**src/rtl/lbp_pkg.sv**
```systemverilog
// Shared constants and FSM state type for the LBP neighbourhood fetch unit.
package lbp_pkg;

  localparam int IMG_W    = 128;
  localparam int AW       = 14;
  localparam int SLOT_CNT = 9;

  typedef enum logic [1:0] {
    IDLE,
    FETCH,
    DRAIN,
    DONE
  } state_t;

endpackage

```
**src/rtl/lbp_fetch_if.sv**
```systemverilog
// Gray-memory read port and LBP datapath tag bus driven by lbp_fetch.
interface lbp_fetch_if import lbp_pkg::*; #(
  parameter int AW = lbp_pkg::AW
);

  logic          gray_ready;
  logic          gray_req;
  logic [AW-1:0] gray_addr;
  logic [3:0]    cnt_o;
  logic          white_o;
  logic [AW-1:0] addr_o;
  logic          finish_o;

  modport master (
    input  gray_ready,
    output gray_req, gray_addr, cnt_o, white_o, addr_o, finish_o
  );

  modport slave (
    output gray_ready,
    input  gray_req, gray_addr, cnt_o, white_o, addr_o, finish_o
  );

endinterface

```
**src/rtl/lbp_nbr_addr.sv**
```systemverilog
// Combinational 3x3 window address generator: slot 0 is the centre, 1..8 walk the
// neighbours in LBP bit order. Arithmetic wraps at AW bits.
module lbp_nbr_addr import lbp_pkg::*; #(
  parameter int IMG_W = lbp_pkg::IMG_W,
  parameter int AW    = lbp_pkg::AW,
  localparam int RW   = $clog2(IMG_W)
) (
  input  logic [RW-1:0] row,
  input  logic [RW-1:0] col,
  input  logic [3:0]    slot,
  output logic [AW-1:0] addr
);

  localparam logic [AW-1:0] STRIDE = AW'(IMG_W);
  localparam logic [AW-1:0] ONE    = AW'(1);

  logic [AW-1:0] center;

  always_comb begin
    center = AW'(row) * STRIDE + AW'(col);
    case (slot)
      4'd1:    addr = center - STRIDE - ONE;
      4'd2:    addr = center - STRIDE;
      4'd3:    addr = center - STRIDE + ONE;
      4'd4:    addr = center - ONE;
      4'd5:    addr = center + ONE;
      4'd6:    addr = center + STRIDE - ONE;
      4'd7:    addr = center + STRIDE;
      4'd8:    addr = center + STRIDE + ONE;
      default: addr = center;
    endcase
  end

endmodule

```
**src/rtl/lbp_fetch.sv**
```systemverilog
// Raster-scan fetch sequencer for a 3x3 LBP operator. Define LBP_SKIP_BORDER_EN to
// scan only the interior pixels instead of emitting one white slot per border pixel.
module lbp_fetch import lbp_pkg::*; #(
  parameter int IMG_W = lbp_pkg::IMG_W,
  parameter int AW    = lbp_pkg::AW
) (
  input  logic clk,
  input  logic rst,
  lbp_fetch_if.master bus
);

  localparam int RW = $clog2(IMG_W);
  localparam logic [3:0]    LAST_SLOT = 4'(SLOT_CNT - 1);
  localparam logic [AW-1:0] STRIDE    = AW'(IMG_W);
`ifdef LBP_SKIP_BORDER_EN
  localparam logic [RW-1:0] FIRST_IDX = RW'(1);
  localparam logic [RW-1:0] LAST_IDX  = RW'(IMG_W - 2);
`else
  localparam logic [RW-1:0] FIRST_IDX = '0;
  localparam logic [RW-1:0] LAST_IDX  = RW'(IMG_W - 1);
`endif

  state_t        state;
  logic [RW-1:0] row, col;
  logic [3:0]    slot;
  logic          drain_cnt;
  logic [3:0]    p_cnt;
  logic          p_white;
  logic [AW-1:0] p_addr;
  logic [AW-1:0] nbr_addr, pix_addr;
  logic          border, last_slot, last_pixel;

  lbp_nbr_addr #(.IMG_W(IMG_W), .AW(AW)) u_nbr (
    .row  (row),
    .col  (col),
    .slot (slot),
    .addr (nbr_addr)
  );

`ifdef LBP_SKIP_BORDER_EN
  assign border = 1'b0;
`else
  assign border = (row == '0) || (col == '0) ||
                  (row == RW'(IMG_W - 1)) || (col == RW'(IMG_W - 1));
`endif

  assign pix_addr   = AW'(row) * STRIDE + AW'(col);
  assign last_slot  = border || (slot == LAST_SLOT);
  assign last_pixel = (row == LAST_IDX) && (col == LAST_IDX);

  // p_* is the tag stage that travels with gray_addr; it is copied to the outputs one
  // cycle later so the tag lines up with gray_data. The final slot's tag therefore
  // surfaces during DRAIN, after which white_o settles to 0.
  always_ff @(posedge clk or posedge rst) begin
    if (rst) begin
      state        <= IDLE;
      row          <= '0;
      col          <= '0;
      slot         <= '0;
      drain_cnt    <= 1'b0;
      p_cnt        <= '0;
      p_white      <= 1'b0;
      p_addr       <= '0;
      bus.gray_req  <= 1'b0;
      bus.gray_addr <= '0;
      bus.cnt_o     <= '0;
      bus.white_o   <= 1'b0;
      bus.addr_o    <= '0;
      bus.finish_o  <= 1'b0;
    end else begin
      bus.cnt_o   <= p_cnt;
      bus.white_o <= p_white;
      bus.addr_o  <= p_addr;
      case (state)
        IDLE: begin
          if (bus.gray_ready) begin
            state <= FETCH;
            row   <= FIRST_IDX;
            col   <= FIRST_IDX;
            slot  <= '0;
          end
        end
        FETCH: begin
          bus.gray_req <= !border;
          if (!border) bus.gray_addr <= nbr_addr;
          p_cnt   <= border ? 4'd0 : slot;
          p_white <= border;
          p_addr  <= pix_addr;
          if (last_slot) begin
            slot <= '0;
            if (last_pixel) begin
              state     <= DRAIN;
              drain_cnt <= 1'b0;
            end else if (col == LAST_IDX) begin
              col <= FIRST_IDX;
              row <= row + RW'(1);
            end else begin
              col <= col + RW'(1);
            end
          end else begin
            slot <= slot + 4'd1;
          end
        end
        DRAIN: begin
          bus.gray_req <= 1'b0;
          p_white      <= 1'b0;
          drain_cnt    <= 1'b1;
          if (drain_cnt) begin
            state        <= DONE;
            bus.finish_o <= 1'b1;
          end
        end
        default: begin
          bus.gray_req <= 1'b0;
          p_white      <= 1'b0;
        end
      endcase
    end
  end

endmodule

```
**src/flat_wrapper.sv**
```systemverilog
// flat-port wrapper written by rule: the top's interface ports become plain ports
module lbp_fetch_flat import lbp_pkg::*;
#(
  parameter int IMG_W = lbp_pkg::IMG_W,
  parameter int AW    = lbp_pkg::AW
)
  (clk, rst, bus_gray_ready, bus_gray_req, bus_gray_addr, bus_cnt_o, bus_white_o, bus_addr_o, bus_finish_o);
  lbp_fetch_if #(.AW(AW)) bus_i ();
  input  logic clk;
  input  logic rst;
  input wire logic [$bits(bus_i.gray_ready)-1:0] bus_gray_ready;
  output wire logic [$bits(bus_i.gray_req)-1:0] bus_gray_req;
  output wire logic [$bits(bus_i.gray_addr)-1:0] bus_gray_addr;
  output wire logic [$bits(bus_i.cnt_o)-1:0] bus_cnt_o;
  output wire logic [$bits(bus_i.white_o)-1:0] bus_white_o;
  output wire logic [$bits(bus_i.addr_o)-1:0] bus_addr_o;
  output wire logic [$bits(bus_i.finish_o)-1:0] bus_finish_o;
  assign bus_i.gray_ready = bus_gray_ready;
  assign bus_gray_req = bus_i.gray_req;
  assign bus_gray_addr = bus_i.gray_addr;
  assign bus_cnt_o = bus_i.cnt_o;
  assign bus_white_o = bus_i.white_o;
  assign bus_addr_o = bus_i.addr_o;
  assign bus_finish_o = bus_i.finish_o;
  lbp_fetch #(.IMG_W(IMG_W), .AW(AW)) u_core (.clk(clk), .rst(rst), .bus(bus_i));
endmodule
```
**config.mk**
```make
export PLATFORM = sky130hd
export DESIGN_NAME = lbp_fetch_flat
export DESIGN_NICKNAME = d
export VERILOG_FILES = /design/src/rtl/lbp_pkg.sv /design/src/rtl/lbp_fetch_if.sv /design/src/rtl/lbp_nbr_addr.sv /design/src/rtl/lbp_fetch.sv /design/src/flat_wrapper.sv
export SDC_FILE = /design/constraint.sdc
export NUM_CORES = 1
export LEC_CHECK = 0
export CAP_MARGIN = 5
export CORE_UTILIZATION = 41
export CTS_CLUSTER_DIAMETER = 150
export DETAILED_ROUTE_END_ITERATION = 16
export PLACE_DENSITY = 0.72
export SLEW_MARGIN = 25
export SYNTH_ARGS = -nofsm -noshare
export SYNTH_HDL_FRONTEND = slang
export SYNTH_SLANG_ARGS = --single-unit
```
**constraint.sdc**
```tcl
create_clock -name clk -period 2.5 [get_ports clk]
set_input_delay 0.625 -clock clk [delete_from_list [all_inputs] [get_ports clk]]
set_output_delay 0.625 -clock clk [all_outputs]
set_load 0.01 [all_outputs]
```
==> flow_summary.ini <==
[status]
status = finished, final reports clean

[job]
cap_violations = 0

[layout]
regArea_sq_um = 1880
area_growth_pct = 32.9
finalNonFillerCells = 755
finalNetCount = 629
multi_input_area_sq_um = 2630
n_antenna_cell = 0
fillers = 984
fin_util_pct = 56.2
drive_gt1_share_pct = 27.6

[yosys]
synth_compound_area_share_pct = 21.6
synth_top_family_by_area = compound AO/OA/AOI/OAI gates
synthArstFlopShare_pct = 100
ys_ff_latch = 75
synth-xor-area-share_pct = 3.97
yosysUniqueCellTypes = 65
synthTopCellsByArea = dfrtp_1 41%, o21ai_0 5.1%, nand2_1 4.9%
synthTopCellsByCount = 75 x dfrtp_1, 60 x nand2_1, 47 x o21ai_0, 30 x a21oi_1, 30 x nor2_1
syn_avg_cell_area_sq_um = 9.01
synthCells = 514
synth-seq-area-share_pct = 40.5
synthesis.nets = 532
synth_flop_cell = dfrtp_1
ys_warn_count = 0
netlist_area_sq_um = 4630
muxShareOfSynthArea_pct = 5.14
synth_fa_ha_area_share_pct = 4.05
yosys.area_share.simple_pct = 18.9
netlist.area_leader.share_pct = 40.5
synth_top_cell_by_area = dfrtp_1
yosysMostFrequentCell = dfrtp_1
synth-edff-count = 0

[floorplan]
std_cell_rows = 38
num_io_pins = 38
core_area_sq_um = 10900
initial_utilization_pct = 42.3
die_x_um = 108
dieArea_sq_um = 11700
fp.dieH_um = 108

[pwr]
clock_power_share_pct = 20.6
pwr-share-comb_pct = 53.9
total_power_uw = 6440
powerDensity_nw_per_um2 = 1050
ir_drop_mv = 0.570
swShare_pct = 38.1
leakagePower_uw = 0.00270
seqPwrFrac_pct = 25.5
netSwitchingPower_uw = 2450
p_int_uw = 3990

[global_route]
antenna_found_initial = 0
grt_pass1_wl_um = 21800
grt_max_degree = 76
grt_pass1_vias = 4316
grt-ovfl-total = 0
grtUsageTotal_pct = 24.6

[routing]
wl_um = 13400
drt_first_pass_iters = 5
drt_iter0_markers = 342
antenna_left = 0
drc = 0
wl_per_cell_um = 17.8
vias = 4360
via_per_inst = 5.77

[worst_hold_path]
holdCritPathClass = register to register

[sta]
slew-limit-headroom_pct = 71.0
skew_ps = 15.2
fin_ws_ps = 93.4
setup_violations = 0
min_period_ps = 2410
rsz0062_at_grt = true
final-max-slew-violation-count = 0
finalCritPeriodShare_pct = 96.3
fmax_ghz = 0.416
worst_slew_pin_slew_ps = 431
timing_hold_violations_final = 0

[setup_path]
worstSetupPathType = register to register
critPathMaxFanout = 5
critPathArrivalTime_ps = 2620
crit_required_ps = 2710
start_kind = register
cp-end-kind = register

[clock_network]
numCtsBuffers = 9
cts_num_sinks = 75
clk-insertion-delay-late_ps = 340
root_buffer = clkbuf_16
cts_hold_buf = 0
cts_tree = done
clockBufferDepth = 2
path_clk_slew_ps = 60
htreeDepth = 3

[placed_design]
place_inst = 739
gp_congestion = 0.959
hpwl_um = 10000
io_buffers = 37
dpl_worst_slack_ps = -102
## metal layers
layer  vias up  track usage, %  routed length, um
li1       2052               -                  -
met4         0            12.5                543
met5         -               0                  0
met1      2080            31.9               5760
met2       184            39.4               6240
met3        44            4.10                899
## metrics by stage
| stage | TNS [ps] | cell area (sq um) | hold slack, ps |
|---|---|---|---|
| final | 0 | 6150 | 371 |
| after global routing | -17.3 | 6150 | 387 |
| after CTS | 0 | 5990 | 376 |
| after detailed placement | -297 | 5680 | 359 |
| after global placement | -40.8 | 5680 | 357 |
| after floorplan | 0 | 4630 | 350 |
## flip-flops by register name, indices dropped and copies added (netlist names)
register              count
u_core.bus.addr_o        14
u_core.bus.cnt_o          4
u_core.bus.finish_o       1
u_core.bus.gray_addr     14
u_core.bus.gray_req       1
u_core.bus.white_o        1
u_core.col                7
u_core.drain_cnt          1
u_core.p_addr            14
u_core.p_cnt              4
u_core.p_white            1
u_core.row                7
u_core.slot               4
u_core.state              2
## placed cells by master (no fill, tap or decap), types with 14 or more instances in the layout
| master | count |
|---|---|
| dfrtp_1 | 72 |
| buf_4 | 89 |
| nand2_1 | 60 |
| nor2_1 | 28 |
| mux2_2 | 18 |
| a21oi_1 | 29 |
| clkdlybuf4s50_1 | 37 |
| nand3_1 | 18 |
| o21ai_0 | 47 |
| inv_1 | 14 |
## critical path: stages, from the launching register on
cell and delay (ps):
dfrtp_1 380, inv_1 120, ha_4 160, and3b_2 270, mux2_4 200, o21ai_2 70
nor4_1 310, buf_4 170, nand2_1 60, xnor2_1 140, a221oi_2 300, o21ai_1 110
## area by class of cell
| class | count | share of cell area [%] |
|---|---|---|
| inverter | 17 | 1.10 |
| clock buffer | 12 | 4.17 |
| clock inverter | 3 | 0.753 |
| sequential | 75 | 30.6 |
| multi-input combinational | 378 | 42.7 |
| tap | 140 | 2.85 |
| timing repair buffer | 130 | 17.8 |
## cell families (layout without fill, tap and decap cells)
| family | count (synthesis) | in the layout |
|---|---|---|
| DFF | 75 | 75 |
| and+or+nand+nor | 169 | 169 |
| AOI/OAI and AO/OA | 152 | 152 |
| adders and majority gates | 15 | 15 |
| buffers and inverters | 61 | 162 |
| muxes | 21 | 21 |
| xor gates and xnor gates | 21 | 21 |
## power by group through the flow
stage / Sequential, uW / Combinational [uW] / Clock [uW]
2_1_floorplan: 1670 / 1870 / 0
3_3_place_gp: 1650 / 3230 / 0
3_5_place_dp: 1660 / 3260 / 0
4_1_cts: 1640 / 3300 / 1350
5_1_grt: 1680 / 3790 / 1400
6_report: 1640 / 3470 / 1330
## repair_timing
action	4_1_cts	5_1_grt
buffers inserted	0	1
gates resized for setup	2	36
pin swaps	0	6
endpoints found under the setup margin	4	14
## worst paths after layout
path,endpoint,slack [ps],start,cells after the start
setup / recovery,u_core.bus.gray_addr[11],90,u_core.slot[1],11
hold / removal,u_core.bus.addr_o[9],370,u_core.p_addr[9],0
setup reg to reg,u_core.bus.gray_addr[11],90,u_core.slot[1],11
hold reg to reg,u_core.bus.addr_o[9],370,u_core.p_addr[9],0
max in group asynchronous,u_core.slot[3],1440,rst,3
min in group asynchronous,u_core.bus.addr_o[10],740,rst,3
Power figures use the tool's default switching activity.
